[src/rtl/rv_isa_pkg.sv]
// RV32I definitions shared by the main decoder and the in-system instruction encoder.
// Holds instruction classes, base opcodes, immediate formats and an immediate-fit helper.
package rv_isa_pkg;

  typedef enum logic [2:0] {
    OC_LW  = 3'd0,
    OC_SW  = 3'd1,
    OC_R   = 3'd2,
    OC_B   = 3'd3,
    OC_I   = 3'd4,
    OC_JAL = 3'd5
  } op_class_e;

  localparam logic [6:0] OPC_LOAD   = 7'b0000011;
  localparam logic [6:0] OPC_STORE  = 7'b0100011;
  localparam logic [6:0] OPC_OP     = 7'b0110011;
  localparam logic [6:0] OPC_BRANCH = 7'b1100011;
  localparam logic [6:0] OPC_OP_IMM = 7'b0010011;
  localparam logic [6:0] OPC_JAL    = 7'b1101111;

  typedef enum logic [2:0] {
    FMT_I,
    FMT_S,
    FMT_B,
    FMT_J,
    FMT_R
  } imm_fmt_e;

  // True when v is representable as a signed value of the given bit count.
  function automatic logic fits_signed(input logic [31:0] v, input int bits);
    logic signed [31:0] s;
    s = $signed(v) >>> (bits - 1);
    return (s == 32'sd0) || (s == -32'sd1);
  endfunction

endpackage

[src/rtl/instr_field_packer.sv]
// Combinational packer: instruction fields of one class -> 32-bit RV32I word.
// Optional immediate range checking is enabled by defining ENCODER_RANGE_CHECK_EN.
module instr_field_packer
  import rv_isa_pkg::*;
(
  input  logic [2:0]  op_class,
  input  logic [2:0]  funct3,
  input  logic        funct7b5,
  input  logic [4:0]  rd,
  input  logic [4:0]  rs1,
  input  logic [4:0]  rs2,
  input  logic [31:0] imm,
  output logic [31:0] word,
  output logic        class_ok,
  output logic        range_ok
);

  op_class_e cls;
  imm_fmt_e  fmt;

  assign cls = op_class_e'(op_class);

  always_comb begin
    word     = '0;
    class_ok = 1'b1;
    fmt      = FMT_R;
    case (cls)
      OC_LW: begin
        fmt  = FMT_I;
        word = {imm[11:0], rs1, funct3, rd, OPC_LOAD};
      end
      OC_SW: begin
        fmt  = FMT_S;
        word = {imm[11:5], rs2, rs1, funct3, imm[4:0], OPC_STORE};
      end
      OC_R: begin
        fmt  = FMT_R;
        word = {1'b0, funct7b5, 5'b0, rs2, rs1, funct3, rd, OPC_OP};
      end
      OC_B: begin
        fmt  = FMT_B;
        word = {imm[12], imm[10:5], rs2, rs1, funct3, imm[4:1], imm[11], OPC_BRANCH};
      end
      OC_I: begin
        fmt = FMT_I;
        // slli/srli/srai carry a shamt with funct7 in the upper immediate bits
        if (funct3 == 3'b001 || funct3 == 3'b101)
          word = {1'b0, funct7b5, 5'b0, imm[4:0], rs1, funct3, rd, OPC_OP_IMM};
        else
          word = {imm[11:0], rs1, funct3, rd, OPC_OP_IMM};
      end
      OC_JAL: begin
        fmt  = FMT_J;
        word = {imm[20], imm[10:1], imm[11], imm[19:12], rd, OPC_JAL};
      end
      default: class_ok = 1'b0;
    endcase
  end

`ifdef ENCODER_RANGE_CHECK_EN
  always_comb begin
    range_ok = 1'b1;
    case (fmt)
      FMT_I, FMT_S: range_ok = fits_signed(imm, 12);
      FMT_B:        range_ok = fits_signed(imm, 13) && !imm[0];
      FMT_J:        range_ok = fits_signed(imm, 21) && !imm[0];
      default:      range_ok = 1'b1;
    endcase
  end
`else
  logic unused_imm;
  assign range_ok   = 1'b1;
  assign unused_imm = ^{imm[31:21], imm[0], fmt};
`endif

endmodule

[src/rtl/instr_encoder_loader.sv]
// Encodes field bundles into RV32I words and streams them into instruction memory.
// Build option ENCODER_RANGE_CHECK_EN (in instr_field_packer) rejects out-of-range immediates.
module instr_encoder_loader
  import rv_isa_pkg::*;
#(
  parameter int ADDR_WIDTH = 8,
  parameter int BASE_ADDR  = 0
) (
  input  logic                  clk,
  input  logic                  rst,
  input  logic                  clear,
  input  logic                  in_valid,
  output logic                  in_ready,
  input  logic [2:0]            op_class,
  input  logic [2:0]            funct3,
  input  logic                  funct7b5,
  input  logic [4:0]            rd,
  input  logic [4:0]            rs1,
  input  logic [4:0]            rs2,
  input  logic [31:0]           imm,
  output logic                  mem_we,
  output logic [ADDR_WIDTH-1:0] mem_addr,
  output logic [31:0]           mem_wdata,
  output logic [ADDR_WIDTH:0]   count,
  output logic                  full,
  output logic                  err
);

  localparam logic [ADDR_WIDTH-1:0] BASE = ADDR_WIDTH'(BASE_ADDR);
  localparam logic [ADDR_WIDTH:0]   CAP  = {1'b1, {ADDR_WIDTH{1'b0}}};

  typedef enum logic [1:0] {ST_IDLE, ST_ACTIVE, ST_FULL} ld_state_e;

  ld_state_e             state;
  logic [ADDR_WIDTH-1:0] wr_ptr;
  logic [31:0]           word;
  logic                  class_ok, range_ok;
  logic                  xfer, legal;
  logic [ADDR_WIDTH:0]   count_nxt;

  instr_field_packer u_packer (
    .op_class (op_class),
    .funct3   (funct3),
    .funct7b5 (funct7b5),
    .rd       (rd),
    .rs1      (rs1),
    .rs2      (rs2),
    .imm      (imm),
    .word     (word),
    .class_ok (class_ok),
    .range_ok (range_ok)
  );

  assign in_ready  = (state != ST_FULL) && !clear;
  assign xfer      = in_valid && in_ready;
  assign legal     = class_ok && range_ok;
  assign count_nxt = count + 1'b1;

  always_ff @(posedge clk or posedge rst) begin
    if (rst) begin
      state     <= ST_IDLE;
      wr_ptr    <= BASE;
      mem_we    <= 1'b0;
      mem_addr  <= BASE;
      mem_wdata <= '0;
      count     <= '0;
      full      <= 1'b0;
      err       <= 1'b0;
    end else begin
      mem_we <= 1'b0;
      // A write strobed this cycle has already reached memory, so clear only rewinds
      if (clear) begin
        state    <= ST_IDLE;
        wr_ptr   <= BASE;
        mem_addr <= BASE;
        count    <= '0;
        full     <= 1'b0;
        err      <= 1'b0;
      end else if (xfer) begin
        if (legal) begin
          mem_we    <= 1'b1;
          mem_wdata <= word;
          mem_addr  <= wr_ptr;
          wr_ptr    <= wr_ptr + 1'b1;
          count     <= count_nxt;
          if (count_nxt == CAP) begin
            state <= ST_FULL;
            full  <= 1'b1;
          end else begin
            state <= ST_ACTIVE;
          end
        end else begin
          err <= 1'b1;
        end
      end
    end
  end

endmodule

[config.mk]
export PLATFORM = sky130hd
export DESIGN_NAME = instr_encoder_loader
export DESIGN_NICKNAME = d
export VERILOG_FILES = /design/src/rtl/rv_isa_pkg.sv /design/src/rtl/instr_field_packer.sv /design/src/rtl/instr_encoder_loader.sv
export SDC_FILE = /design/constraint.sdc
export NUM_CORES = 1
export LEC_CHECK = 0
export CAP_MARGIN = 10
export CELL_PAD_IN_SITES_DETAIL_PLACEMENT = 1
export CELL_PAD_IN_SITES_GLOBAL_PLACEMENT = 2
export CORE_ASPECT_RATIO = 1.1
export CORE_MARGIN = 8
export CORE_UTILIZATION = 23
export CTS_CLUSTER_SIZE = 20
export DETAILED_ROUTE_END_ITERATION = 16
export GPL_TIMING_DRIVEN = 0
export PLACE_DENSITY = 0.73
export SYNTH_ARGS = -nofsm -noshare
export SYNTH_HDL_FRONTEND = slang
export SYNTH_SLANG_ARGS = --single-unit
[constraint.sdc]
create_clock -name clk -period 1.6 [get_ports clk]
set_input_delay 0.16 -clock clk [delete_from_list [all_inputs] [get_ports clk]]
set_output_delay 0.16 -clock clk [all_outputs]
set_load 0.02 [all_outputs]
==> load_flow_metrics.sql, run 1 <==
INSERT INTO impl_metrics (metric_group, metric, value, unit) VALUES
('die', 'die_width', '123', 'um'),
('power', 'design_power_total', '0.00450', 'W'),
('timing', 'report.final.hold_viol_count', '0', ''),
('synthesis', 'synth_seq_area_share', '0.515', ''),
('clocking', 'clkLatencyLatePin', '330', 'ps'),
('final_layout', 'layout_fillers', '1413', ''),
('final_layout', 'antenna-diode-count', '0', ''),
('clocking', 'htreeDepth', '3', ''),
('run_status', 'status', 'complete, but fails checks', ''),
('synthesis', 'ys_ff_latch', '60', ''),
('timing', 'report.final.setup_viol', '4', ''),
('detailed_routing', 'routedWlPerCell', '17.5', 'um'),
('final_layout', 'mostFrequentLayoutCells', 'clkdlybuf4s50_1, dfrtp_1, nor2_1', ''),
('timing', 'finalMaxSlewViolations', '0', ''),
('power', 'leakagePower', '1.96', 'nW'),
('detailed_routing', 'antenna_violating_nets_post_route', '0', ''),
('worst_setup_path', 'worst_setup_path_end_kind', 'flop', ''),
('worst_hold_path', 'min_path_type', 'input pin to flop', ''),
('die', 'die_area', '16500', 'um2'),
('detailed_routing', 'drt_pass1_iterations', '4', ''),
('global_route', 'grt_start_max_net_pins', '36', ''),
('worst_setup_path', 'worst-endpoint-arrival', '1950', 'ps'),
('final_layout', 'areaGrowthSynthToFinish', '60.2', '%'),
('final_layout', 'final_nets', '492', ''),
('placement', 'placement.io_buffers', '97', ''),
('detailed_routing', 'via_count', '2819', ''),
('clocking', 'ctsLongestPathBuffers', '2', ''),
('die', 'io_pins', '111', ''),
('timing', 'final.min_clock_period', '1750', 'ps'),
('clocking', 'cts-hold-fix-buffers', '0', ''),
('final_layout', 'layout_commonest_cell', 'clkdlybuf4s50_1', ''),
('synthesis', 'synth_area_per_cell', '9.49', 'um2'),
('power', 'power.density_cell_area', '965', 'nW/um2'),
('synthesis', 'synth-edff-count', '0', ''),
('clocking', 'cts_tree', 'done', ''),
('power', 'power_share_of_the_sequential_group', '0.386', ''),
('synthesis', 'synth.net_count', '368', ''),
('power', 'switchingPower', '0.00124', 'W'),
('job', 'max_cap_violations', '0', ''),
('global_route', 'grt_first_pass_wirelength', '16800', 'um'),
('global_route', 'gr-usage-all-layers', '0.131', ''),
('detailed_routing', 'detail_route.vias_per_cell', '4.75', ''),
('timing', 'max_clock_freq', '572', 'MHz'),
('synthesis', 'synth_warnings', '0', ''),
('power', 'worst_ir_drop_vdd', '0.384', 'mV'),
('run_status', 'violations', 'setup timing', ''),
('worst_setup_path', 'setup.worst_path.start_class', 'flop', ''),
('clocking', 'cts.reportedPaths.clkPinSlew', '60', 'ps'),
('detailed_routing', 'drc_errors', '0', ''),
('power', 'power_frac_clock', '0.397', ''),
('timing', 'clock_skew', '10.8', 'ps'),
('clocking', 'tritoncts_num_sinks', '60', ''),
('worst_setup_path', 'worstPathRequired', '1800', 'ps'),
('detailed_routing', 'final_routed_wirelength_across_all_metal_layers', '10400', 'um'),
('timing', 'rsz0062_at_grt', 'yes', ''),
('final_layout', 'final_core_utilization', '0.374', ''),
('timing', 'max-slew-margin-rel', '0.450', ''),
('timing', 'fin_ws', '-147', 'ps'),
('final_layout', 'area_taken_by_multi_input_logic_gates', '1330', 'um2'),
('synthesis', 'syn-instance-count', '307', ''),
('worst_setup_path', 'setup.worst_path.class', 'flop to flop', ''),
('power', 'internal_power', '0.00326', 'W'),
('synthesis', 'synth_cell_types', '48', ''),
('synthesis', 'synth_area', '2910', 'um2'),
('final_layout', 'sequential_cell_area', '1510', 'um2'),
('global_route', 'initial_antenna_violation_count', '0', ''),
('detailed_routing', 'detailedRoute.firstIterationViolations', '93', ''),
('die', 'die_height', '134', 'um'),
('timing', 'worst_slew_pin_slew', '823', 'ps'),
('power', 'share_of_power_burned_in_combinational_logic', '0.217', ''),
('clocking', 'clockRootBuffer', 'clkbuf_16', ''),
('power', 'sw_frac_of_total', '0.276', ''),
('timing', 'final_period_utilization', '1.09', ''),
('die', 'start_util', '0.233', ''),
('clocking', 'numCtsBuffers', '9', ''),
('global_route', 'grt_pass1_vias', '3063', ''),
('synthesis', 'ys_async_sr_fraction', '1.00', ''),
('global_route', 'globalRouteOverflowTotal', '0', ''),
('placement', 'detailedPlacementHpwl', '7540', 'um'),
('die', 'core.rowCount', '43', ''),
('synthesis', 'yosys_most_used_dff', 'dfrtp_1', ''),
('placement', 'gp_routability_congestion', '0.763', ''),
('worst_setup_path', 'worstPathMaxFanout', '6', ''),
('final_layout', 'drive_above_1_share', '0.183', ''),
('die', 'floorplan.core_area', '12500', 'um2');
[cells by family after synthesis]
kind of cell,count (synthesis),share of synthesized area
and+or+nand+nor,133,0.222
AOI/OAI and AO/OA,73,0.170
buffers and inverters,30,0.0567
adders and majority gates,3,0.0129
xor gates and xnor gates,8,0.0240
DFF,60,0.515
[power groups by stage]
stage	sequential, W	combinational (W)	clock [W]
after floorplan	0.00191	0.000278	0
after global placement	0.00176	0.000930	0
after detailed placement	0.00176	0.000948	0
after CTS	0.00174	0.000969	0.00185
after global routing	0.00176	0.00105	0.00190
final	0.00174	0.000976	0.00179
[layer usage]
metal  vias up  share of wire  wire length, um  track usage
met2        65           0.50             5200        0.220
li1       1338              -                -            -
met4         0          0.020              212       0.0556
met5         -              0                0            0
met3        16          0.053              553       0.0353
met1      1400           0.43             4440        0.151
[critical path, stage by stage, from the launching register on]
cell and delay (ps):
dfrtp_2 440, ha_4 190, nand3_4 70, or3_4 350
a21oi_4 140, nand4_1 210, nor3b_2 220
[registers in the layout (all words and copies together), names as in the netlist]
| register | flops |
|---|---|
| count | 9 |
| mem_addr | 8 |
| full | 1 |
| err | 1 |
| mem_we | 1 |
| wr_ptr | 8 |
| state | 2 |
| mem_wdata | 30 |
[Yosys cell counts, drive strengths merged (5+ instances only)]
cell    count  share of area
a21oi       9          0.017
a221oi     12          0.036
a22o        6          0.018
a31oi       7          0.015
and3        7          0.017
buf        21          0.045
dfrtp      60           0.52
inv         6         0.0077
nand2      40          0.054
nand3       8          0.015
nand3b      9          0.023
nand4       6          0.013
nor2       48          0.062
o21ai      24          0.041
xnor2       5          0.015
[layout make-up]
type,count,area share
well taps,157,0.0421
inverters,6,0.00670
plain buffers,23,0.0423
clock inverters,2,0.00214
clock buffers,14,0.0566
multi-input cells,217,0.286
flip-flops and latches,60,0.323
repair buffers,114,0.242
[what timing repair did]
action	in CTS	in global routing
setup endpoints to repair	41	53
resized for setup	27	31
pin swaps	6	4
setup buffers	9	5
cloned	0	2
[stage by stage]
stage / hold WS [ps] / setup WS [ps] / area [um2] / std cells / setup TNS [ps]
final: 142 / -147 / 4670 / 593 / -343
after global routing: 167 / -217 / 4670 / 593 / -1000
after CTS: 130 / -111 / 4520 / 586 / -173
after detailed placement: 470 / -415 / 4120 / 562 / -15990
after global placement: 468 / -422 / 4100 / 561 / -22590
after floorplan: 256 / -59.7 / 2940 / 307 / -59.7
[worst paths after layout]
check,end,startpoint,cells past startpoint,slack [ps]
max,state[0]$_DFFE_PP0P_,count[1]$_DFFE_PP0P_,6,-150
min,mem_wdata[4]$_DFFE_PP0P_,op_class[0],2,140
max reg2reg,state[0]$_DFFE_PP0P_,count[1]$_DFFE_PP0P_,6,-150
min reg2reg,mem_wdata[4]$_DFFE_PP0P_,mem_wdata[4]$_DFFE_PP0P_,2,470
max in group asynchronous,count[2]$_DFFE_PP0P_,rst,3,630
min in group asynchronous,mem_wdata[1]$_DFFE_PP0P_,rst,2,350
No activity file was read; power rests on OpenSTA's default activity.
==> inputs of run 2 (changes only) <==
--- a/config.mk
+++ b/config.mk
@@ -5,16 +5,17 @@
 export SDC_FILE = /design/constraint.sdc
 export NUM_CORES = 1
 export LEC_CHECK = 0
-export CAP_MARGIN = 10
+export CAP_MARGIN = 20
 export CELL_PAD_IN_SITES_DETAIL_PLACEMENT = 1
 export CELL_PAD_IN_SITES_GLOBAL_PLACEMENT = 2
 export CORE_ASPECT_RATIO = 1.1
 export CORE_MARGIN = 8
-export CORE_UTILIZATION = 23
+export CORE_UTILIZATION = 24
+export CTS_BUF_LIST = sky130_fd_sc_hd__clkbuf_2 sky130_fd_sc_hd__clkbuf_4 sky130_fd_sc_hd__clkbuf_8
 export CTS_CLUSTER_SIZE = 20
 export DETAILED_ROUTE_END_ITERATION = 16
 export GPL_TIMING_DRIVEN = 0
-export PLACE_DENSITY = 0.73
+export PLACE_DENSITY = 0.76
 export SYNTH_ARGS = -nofsm -noshare
 export SYNTH_HDL_FRONTEND = slang
 export SYNTH_SLANG_ARGS = --single-unit
==> run 2 against run 1 <==
  * The run still ends with setup timing left
  * Die area down 3.7%
  * Core utilization grew 1.4 points
  * Critical path depth increased by 1
  * Combinational power about the same
  * Via count is 1.3% lower
  * Clock skew is 2.3 ps higher
  * Global-route usage shrank 0.43 points
  * Cell area shrank 0.80%
  * Sequential share of layout area rose by 0.29 points
  * Flip-flop and latch count unchanged
  * Register-to-register slack gained 30 ps
==> load_flow_metrics.sql, run 2 (synthesis results as in run 1) <==
INSERT INTO impl_metrics (metric_group, metric, value, unit) VALUES
('run_status', 'status', 'complete, but fails checks', ''),
('run_status', 'violations', 'setup timing', ''),
('detailed_routing', 'detail_route.vias_per_cell', '4.68', ''),
('final_layout', 'top_regs', 'mem_wdata (30), count (9)', ''),
('placement', 'placed_cell_area', '4120', 'um2'),
('detailed_routing', 'via_count', '2782', ''),
('clocking', 'htreeDepth', '3', ''),
('power', 'internal_power', '0.00306', 'W'),
('die', 'die_area', '15900', 'um2'),
('timing', 'worst_slew_pin_slew', '649', 'ps'),
('final_layout', 'areaGrowthSynthToFinish', '58.9', '%'),
('clocking', 'ctsLongestPathBuffers', '2', ''),
('worst_setup_path', 'worstPathMaxFanout', '4', ''),
('worst_setup_path', 'setup.worst_path.start_class', 'flop', ''),
('timing', 'clock_skew', '13.0', 'ps'),
('die', 'die_height', '132', 'um'),
('die', 'start_util', '0.244', ''),
('final_layout', 'antenna-diode-count', '0', ''),
('final_layout', 'sequential_cell_area', '1510', 'um2'),
('clocking', 'cts.reportedPaths.clkPinSlew', '70', 'ps'),
('final_layout', 'post-route-cell-area', '4630', 'um2'),
('die', 'die_width', '121', 'um'),
('timing', 'fin_hold_ws', '139', 'ps'),
('power', 'power_share_of_the_sequential_group', '0.407', ''),
('power', 'share_of_power_burned_in_combinational_logic', '0.229', ''),
('worst_setup_path', 'worst_setup_path_end_kind', 'flop', ''),
('global_route', 'initial_antenna_violation_count', '0', ''),
('timing', 'max_clock_freq', '581', 'MHz'),
('detailed_routing', 'drc_errors', '0', ''),
('placement', 'gp_routability_congestion', '0.782', ''),
('final_layout', 'layout_commonest_cell', 'clkdlybuf4s50_1', ''),
('final_layout', 'mostFrequentLayoutCells', 'clkdlybuf4s50_1, dfrtp_1, nor2_1', ''),
('timing', 'final.setup.tns', '-223', 'ps'),
('global_route', 'globalRouteOverflowTotal', '0', ''),
('worst_setup_path', 'setup.worst_path.class', 'flop to flop', ''),
('clocking', 'clockRootBuffer', 'clkbuf_8', ''),
('timing', 'report.final.setup_viol', '3', ''),
('detailed_routing', 'final_routed_wirelength_across_all_metal_layers', '10100', 'um'),
('final_layout', 'largest_reg_flops', '30', ''),
('worst_hold_path', 'min_path_type', 'input pin to flop', ''),
('placement', 'dpl.cell_count', '559', ''),
('timing', 'report.final.hold_viol_count', '0', ''),
('timing', 'final_period_utilization', '1.08', ''),
('timing', 'rsz0062_at_grt', 'yes', ''),
('global_route', 'gr-usage-all-layers', '0.126', ''),
('detailed_routing', 'detailedRoute.firstIterationViolations', '86', ''),
('detailed_routing', 'routedWlPerCell', '17.0', 'um'),
('clocking', 'cts_tree', 'done', ''),
('placement', 'placement.io_buffers', '97', ''),
('detailed_routing', 'drt_pass1_iterations', '5', ''),
('timing', 'max-slew-margin-rel', '0.566', ''),
('power', 'leakagePower', '1.98', 'nW'),
('clocking', 'clkLatencyLatePin', '340', 'ps'),
('clocking', 'tritoncts_num_sinks', '60', ''),
('worst_setup_path', 'worst-endpoint-arrival', '1930', 'ps'),
('global_route', 'grt_start_max_net_pins', '34', ''),
('final_layout', 'regMostFlops', 'mem_wdata', ''),
('final_layout', 'drive_above_1_share', '0.193', ''),
('placement', 'detailedPlacementHpwl', '7350', 'um'),
('worst_setup_path', 'worstPathRequired', '1810', 'ps'),
('job', 'max_cap_violations', '0', ''),
('final_layout', 'area_taken_by_multi_input_logic_gates', '1330', 'um2'),
('global_route', 'grt_first_pass_wirelength', '16000', 'um'),
('die', 'floorplan.core_area', '11900', 'um2'),
('timing', 'fin_ws', '-122', 'ps'),
('final_layout', 'final_nets', '496', ''),
('timing', 'final.min_clock_period', '1720', 'ps'),
('detailed_routing', 'antenna_violating_nets_post_route', '0', ''),
('power', 'worst_ir_drop_vdd', '0.333', 'mV'),
('power', 'switchingPower', '0.00120', 'W'),
('timing', 'finalMaxSlewViolations', '0', ''),
('placement', 'pre_cts_ws', '-422', 'ps'),
('clocking', 'numCtsBuffers', '9', ''),
('power', 'power.density_cell_area', '920', 'nW/um2'),
('global_route', 'grt_pass1_vias', '2949', ''),
('die', 'core.rowCount', '42', ''),
('power', 'sw_frac_of_total', '0.281', ''),
('final_layout', 'layout_fillers', '1354', ''),
('die', 'io_pins', '111', ''),
('power', 'power_frac_clock', '0.364', ''),
('clocking', 'cts-hold-fix-buffers', '0', ''),
('final_layout', 'fin_cells', '594', '');
==> run 2: cell type report <==
class | count | area share
flip-flops and latches | 60 | 0.326
multi-input cells | 217 | 0.287
repair buffers | 117 | 0.251
well taps | 154 | 0.0416
plain buffers | 24 | 0.0403
clock buffers | 11 | 0.0313
clock inverters | 5 | 0.0162
inverters | 6 | 0.00730
==> run 2: critical path: stages (launching register included) <==
cell and delay [ps]:
dfrtp_2 410, ha_4 170, buf_6 110, and2_4 130
a21oi_2 50, o32ai_2 240, nand4_1 240, nor3b_2 230
==> run 2: what timing repair did <==
item | in CTS | in global routing
setup buffers | 8 | 9
setup endpoints to repair | 46 | 39
pin swaps | 8 | 8
gates cloned | 2 | 0
gates resized for setup | 23 | 26
==> run 2: worst paths after layout <==
path | slack [ps] | cells past startpoint | from | end
worst min register to register | 480 | 2 | mem_wdata[4]$_DFFE_PP0P_ | mem_wdata[4]$_DFFE_PP0P_
max in group asynchronous | 740 | 3 | rst | count[2]$_DFFE_PP0P_
worst max register to register | -120 | 7 | count[0]$_DFFE_PP0P_ | state[0]$_DFFE_PP0P_
worst max-delay path | -120 | 7 | count[0]$_DFFE_PP0P_ | state[0]$_DFFE_PP0P_
worst min-delay path | 140 | 2 | op_class[0] | mem_wdata[4]$_DFFE_PP0P_
min in group asynchronous | 250 | 2 | rst | mem_wdata[18]$_DFFE_PP0P_
==> run 2: per-stage QoR <==
| step | utilization | power (W) |
|---|---|---|
| floorplan | - | 0.00219 |
| global placement | 0.344 | 0.00269 |
| detailed placement | 0.345 | 0.00271 |
| CTS | 0.376 | 0.00433 |
| global route | 0.388 | 0.00448 |
| finish | 0.388 | 0.00426 |
==> run 2: power groups by stage <==
| stage | clock, W | sequential (W) | combinational (W) |
|---|---|---|---|
| final | 0.00155 | 0.00173 | 0.000975 |
| after global routing | 0.00167 | 0.00175 | 0.00106 |
| after CTS | 0.00161 | 0.00174 | 0.000982 |
| after detailed placement | 0 | 0.00177 | 0.000941 |
| after global placement | 0 | 0.00176 | 0.000925 |
| after floorplan | 0 | 0.00191 | 0.000278 |
==> run 2: routing by layer <==
metal	vias to the layer above	GRT usage	wire, um
met3	6	0.0467	673
met4	0	0.0313	76
met1	1363	0.150	4300
li1	1338	-	-
met5	-	0	0
met2	75	0.209	5070
==> inputs of run 3 (changes only) <==
--- a/config.mk
+++ b/config.mk
@@ -5,17 +5,19 @@
 export SDC_FILE = /design/constraint.sdc
 export NUM_CORES = 1
 export LEC_CHECK = 0
+export ABC_AREA = 1
+export ABC_CLOCK_PERIOD_IN_PS = 1600
 export CAP_MARGIN = 20
 export CELL_PAD_IN_SITES_DETAIL_PLACEMENT = 1
 export CELL_PAD_IN_SITES_GLOBAL_PLACEMENT = 2
 export CORE_ASPECT_RATIO = 1.1
 export CORE_MARGIN = 8
-export CORE_UTILIZATION = 24
+export CORE_UTILIZATION = 23
 export CTS_BUF_LIST = sky130_fd_sc_hd__clkbuf_2 sky130_fd_sc_hd__clkbuf_4 sky130_fd_sc_hd__clkbuf_8
 export CTS_CLUSTER_SIZE = 20
 export DETAILED_ROUTE_END_ITERATION = 16
 export GPL_TIMING_DRIVEN = 0
-export PLACE_DENSITY = 0.76
+export PLACE_DENSITY = 0.88
 export SYNTH_ARGS = -nofsm -noshare
 export SYNTH_HDL_FRONTEND = slang
 export SYNTH_SLANG_ARGS = --single-unit
==> run 3 against run 2 <==
  * Global-route usage up 0.50 points
  * Core utilization shrank 4.0 points
  * Synthesized area is 1.0% higher
  * Cell area down 5.8%
  * Combinational power down 2.9%
  * Clock power fell by 24%
  * Non-clock buffer count fell by 24
  * The flow now finishes without violations
  * Cell count rose by 7.2%
  * Clock-buffer cell count is the same
  * Routed wire length up 4.3%
==> load_flow_metrics.sql, run 3 <==
INSERT INTO impl_metrics (metric_group, metric, value, unit) VALUES
('final_layout', 'final_nets', '538', ''),
('power', 'leakagePower', '2.01', 'nW'),
('die', 'die_height', '135', 'um'),
('global_route', 'grt_first_pass_wirelength', '17000', 'um'),
('global_route', 'globalRouteOverflowTotal', '0', ''),
('synthesis', 'yosys_most_used_dff', 'dfrtp_1', ''),
('power', 'sw_frac_of_total', '0.301', ''),
('power', 'power_frac_clock', '0.307', ''),
('final_layout', 'regMostFlops', 'mem_wdata', ''),
('timing', 'finalMaxSlewViolations', '0', ''),
('power', 'worst_ir_drop_vdd', '0.366', 'mV'),
('worst_setup_path', 'setup.worst_path.class', 'input pin to flop', ''),
('detailed_routing', 'final_routed_wirelength_across_all_metal_layers', '10600', 'um'),
('synthesis', 'synth_area_leaders', 'dfrtp_1, nand2_1, o21ai_0, inv_1, nand3_1', ''),
('timing', 'report.final.hold_viol_count', '0', ''),
('clocking', 'tritoncts_num_sinks', '60', ''),
('clocking', 'cts_tree', 'done', ''),
('placement', 'gp_routability_congestion', '0.732', ''),
('clocking', 'clkLatencyLatePin', '340', 'ps'),
('timing', 'clock_skew', '7.29', 'ps'),
('clocking', 'htreeDepth', '3', ''),
('synthesis', 'synth_seq_area_share', '0.510', ''),
('detailed_routing', 'antenna_violating_nets_post_route', '0', ''),
('clocking', 'numCtsBuffers', '9', ''),
('worst_setup_path', 'worst-endpoint-arrival', '1780', 'ps'),
('die', 'io_pins', '111', ''),
('power', 'power.density_cell_area', '883', 'nW/um2'),
('synthesis', 'ys_ff_latch', '60', ''),
('timing', 'max_clock_freq', '644', 'MHz'),
('power', 'power_share_of_the_sequential_group', '0.447', ''),
('final_layout', 'layout_fillers', '1486', ''),
('detailed_routing', 'routedWlPerCell', '16.6', 'um'),
('timing', 'final.min_clock_period', '1550', 'ps'),
('worst_hold_path', 'min_path_type', 'input pin to flop', ''),
('timing', 'rsz0062_at_grt', 'yes', ''),
('synthesis', 'synth_area', '2940', 'um2'),
('final_layout', 'final_core_utilization', '0.348', ''),
('synthesis', 'ys_async_sr_fraction', '1.00', ''),
('clocking', 'clockRootBuffer', 'clkbuf_8', ''),
('detailed_routing', 'detail_route.vias_per_cell', '4.56', ''),
('global_route', 'initial_antenna_violation_count', '0', ''),
('worst_setup_path', 'setup.worst_path.start_class', 'input pin', ''),
('synthesis', 'synth_cell_types', '30', ''),
('global_route', 'grt_start_max_net_pins', '39', ''),
('synthesis', 'yosys.area.top_type_share', '0.510', ''),
('synthesis', 'synth_top_cells_by_count', 'nand2_1, dfrtp_1, inv_1', ''),
('synthesis', 'synth-edff-count', '0', ''),
('power', 'share_of_power_burned_in_combinational_logic', '0.246', ''),
('worst_setup_path', 'worstPathRequired', '1830', 'ps'),
('timing', 'report.final.setup_viol', '0', ''),
('synthesis', 'syn-instance-count', '363', ''),
('placement', 'placement.io_buffers', '97', ''),
('synthesis', 'synth_area_per_cell', '8.11', 'um2'),
('power', 'internal_power', '0.00269', 'W'),
('power', 'switchingPower', '0.00116', 'W'),
('detailed_routing', 'drc_errors', '0', ''),
('placement', 'detailedPlacementHpwl', '8180', 'um'),
('job', 'max_cap_violations', '0', ''),
('timing', 'max-slew-margin-rel', '0.408', ''),
('worst_setup_path', 'worstPathMaxFanout', '10', ''),
('run_status', 'status', 'finished clean', ''),
('die', 'die_area', '16700', 'um2'),
('final_layout', 'top_regs', 'mem_wdata (30), count (9)', ''),
('detailed_routing', 'via_count', '2903', ''),
('synthesis', 'post-synth-top-count-cell', 'nand2_1', ''),
('final_layout', 'antenna-diode-count', '0', ''),
('clocking', 'ctsLongestPathBuffers', '2', ''),
('final_layout', 'mostFrequentLayoutCells', 'nand2_1, clkdlybuf4s50_1, dfrtp_1', ''),
('clocking', 'cts.reportedPaths.clkPinSlew', '70', 'ps'),
('final_layout', 'largest_reg_flops', '30', ''),
('timing', 'worst_slew_pin_slew', '886', 'ps'),
('detailed_routing', 'drt_pass1_iterations', '4', ''),
('synthesis', 'synth_top_cell_by_area', 'dfrtp_1', ''),
('final_layout', 'layout_commonest_cell', 'nand2_1', ''),
('die', 'die_width', '124', 'um'),
('synthesis', 'synth_warnings', '0', ''),
('worst_setup_path', 'worst_setup_path_end_kind', 'flop', ''),
('detailed_routing', 'detailedRoute.firstIterationViolations', '84', ''),
('timing', 'fin_hold_ws', '237', 'ps'),
('synthesis', 'synth.net_count', '424', ''),
('timing', 'final_period_utilization', '0.971', ''),
('die', 'floorplan.core_area', '12500', 'um2'),
('final_layout', 'areaGrowthSynthToFinish', '48.2', '%'),
('die', 'core.rowCount', '43', ''),
('die', 'start_util', '0.235', ''),
('global_route', 'grt_pass1_vias', '3220', ''),
('final_layout', 'drive_above_1_share', '0.108', ''),
('global_route', 'gr-usage-all-layers', '0.131', '');
-- run 3: changes by cell type in the layout (fill, tap and decap cells not counted), sizes merged, moves of 6 or more --
cell | before | now
nor2 | 48 | 24
nand2 | 40 | 101
o21a | 1 | 7
nand3b | 9 | 0
o21ai | 24 | 43
and3 | 7 | 0
inv | 5 | 46
buf | 40 | 15
nand3 | 8 | 25
a221oi | 12 | 0
a31oi | 7 | 1
-- run 3: final timing paths --
| path | end | depth (start not counted) | slack, ps | start |
|---|---|---|---|---|
| worst max-delay path | mem_wdata[15]$_DFFE_PP0P_ | 9 | 50 | clear |
| worst min register to register | mem_wdata[6]$_DFFE_PP0P_ | 2 | 490 | mem_wdata[6]$_DFFE_PP0P_ |
| min in group asynchronous | mem_wdata[18]$_DFFE_PP0P_ | 2 | 350 | rst |
| worst min-delay path | mem_wdata[4]$_DFFE_PP0P_ | 4 | 240 | op_class[0] |
| max in group asynchronous | state[1]$_DFFE_PP0P_ | 3 | 650 | rst |
| worst max register to register | state[0]$_DFFE_PP0P_ | 8 | 60 | count[0]$_DFFE_PP0P_ |
-- run 3: power groups by stage --
stage | Combinational [W] | Clock [W] | Sequential (W)
detailed placement | 0.000937 | 0 | 0.00176
finish | 0.000947 | 0.00118 | 0.00172
global placement | 0.000916 | 0 | 0.00175
global route | 0.00103 | 0.00129 | 0.00174
floorplan | 0.000277 | 0 | 0.00190
CTS | 0.000948 | 0.00124 | 0.00173
-- run 3: layer usage --
layer,global-route usage,vias up,part of all wire
met3,0.0501,6,0.064
met1,0.145,1432,0.41
met5,0,-,0
li1,-,1396,-
met2,0.226,69,0.52
met4,0.0402,0,0.0057
-- run 3: logic make-up after synthesis --
group / synth area share
AO/OA/AOI/OAI: 0.145
XOR/XNOR: 0.00595
adder cells (fa/ha/maj): 0.0128
buffers and inverters: 0.0926
flip-flops: 0.510
AND/OR/NAND/NOR: 0.234
-- run 3: cell type report --
| type | count | area, um2 | share of cell area |
|---|---|---|---|
| plain buffers | 14 | 106 | 0.0244 |
| clock buffers | 11 | 145 | 0.0333 |
| clock inverters | 3 | 15.0 | 0.00344 |
| inverters | 47 | 185 | 0.0424 |
| multi-input cells | 242 | 1180 | 0.272 |
| flip-flops and latches | 60 | 1500 | 0.345 |
| well taps | 157 | 196 | 0.0450 |
| repair buffers | 103 | 1030 | 0.235 |
-- run 3: worst max-delay path, cell delays in order --
cell and delay (ps):
dlygate4sd3_1 550, buf_6 160, inv_6 70, nand3_2 90, nor2_4 180, buf_8 150, buf_4 210, nand3_1 90
o21a_1 110
-- run 3: metrics by stage --
step                setup WS [ps]  cell area [um2]  setup TNS [ps]  std cells  power (W)
floorplan                    25.7             2950               0        363    0.00218
global placement             -225             4120          -10690        617    0.00267
detailed placement           -255             4140           -9770        618    0.00269
CTS                          3.51             4310               0        634    0.00391
global route                -36.0             4360           -65.8        637    0.00406
finish                       46.7             4360               0        637    0.00385
-- run 3: timing repair --
| item | 4_1_cts | 5_1_grt |
|---|---|---|
| cloned | 0 | 0 |
| gates resized for setup | 13 | 14 |
| pin swaps | 0 | 2 |
| hold endpoints to repair | 1 | 0 |
| setup endpoints to repair | 12 | 23 |
| setup buffers | 1 | 3 |
| hold buffers | 1 | 0 |
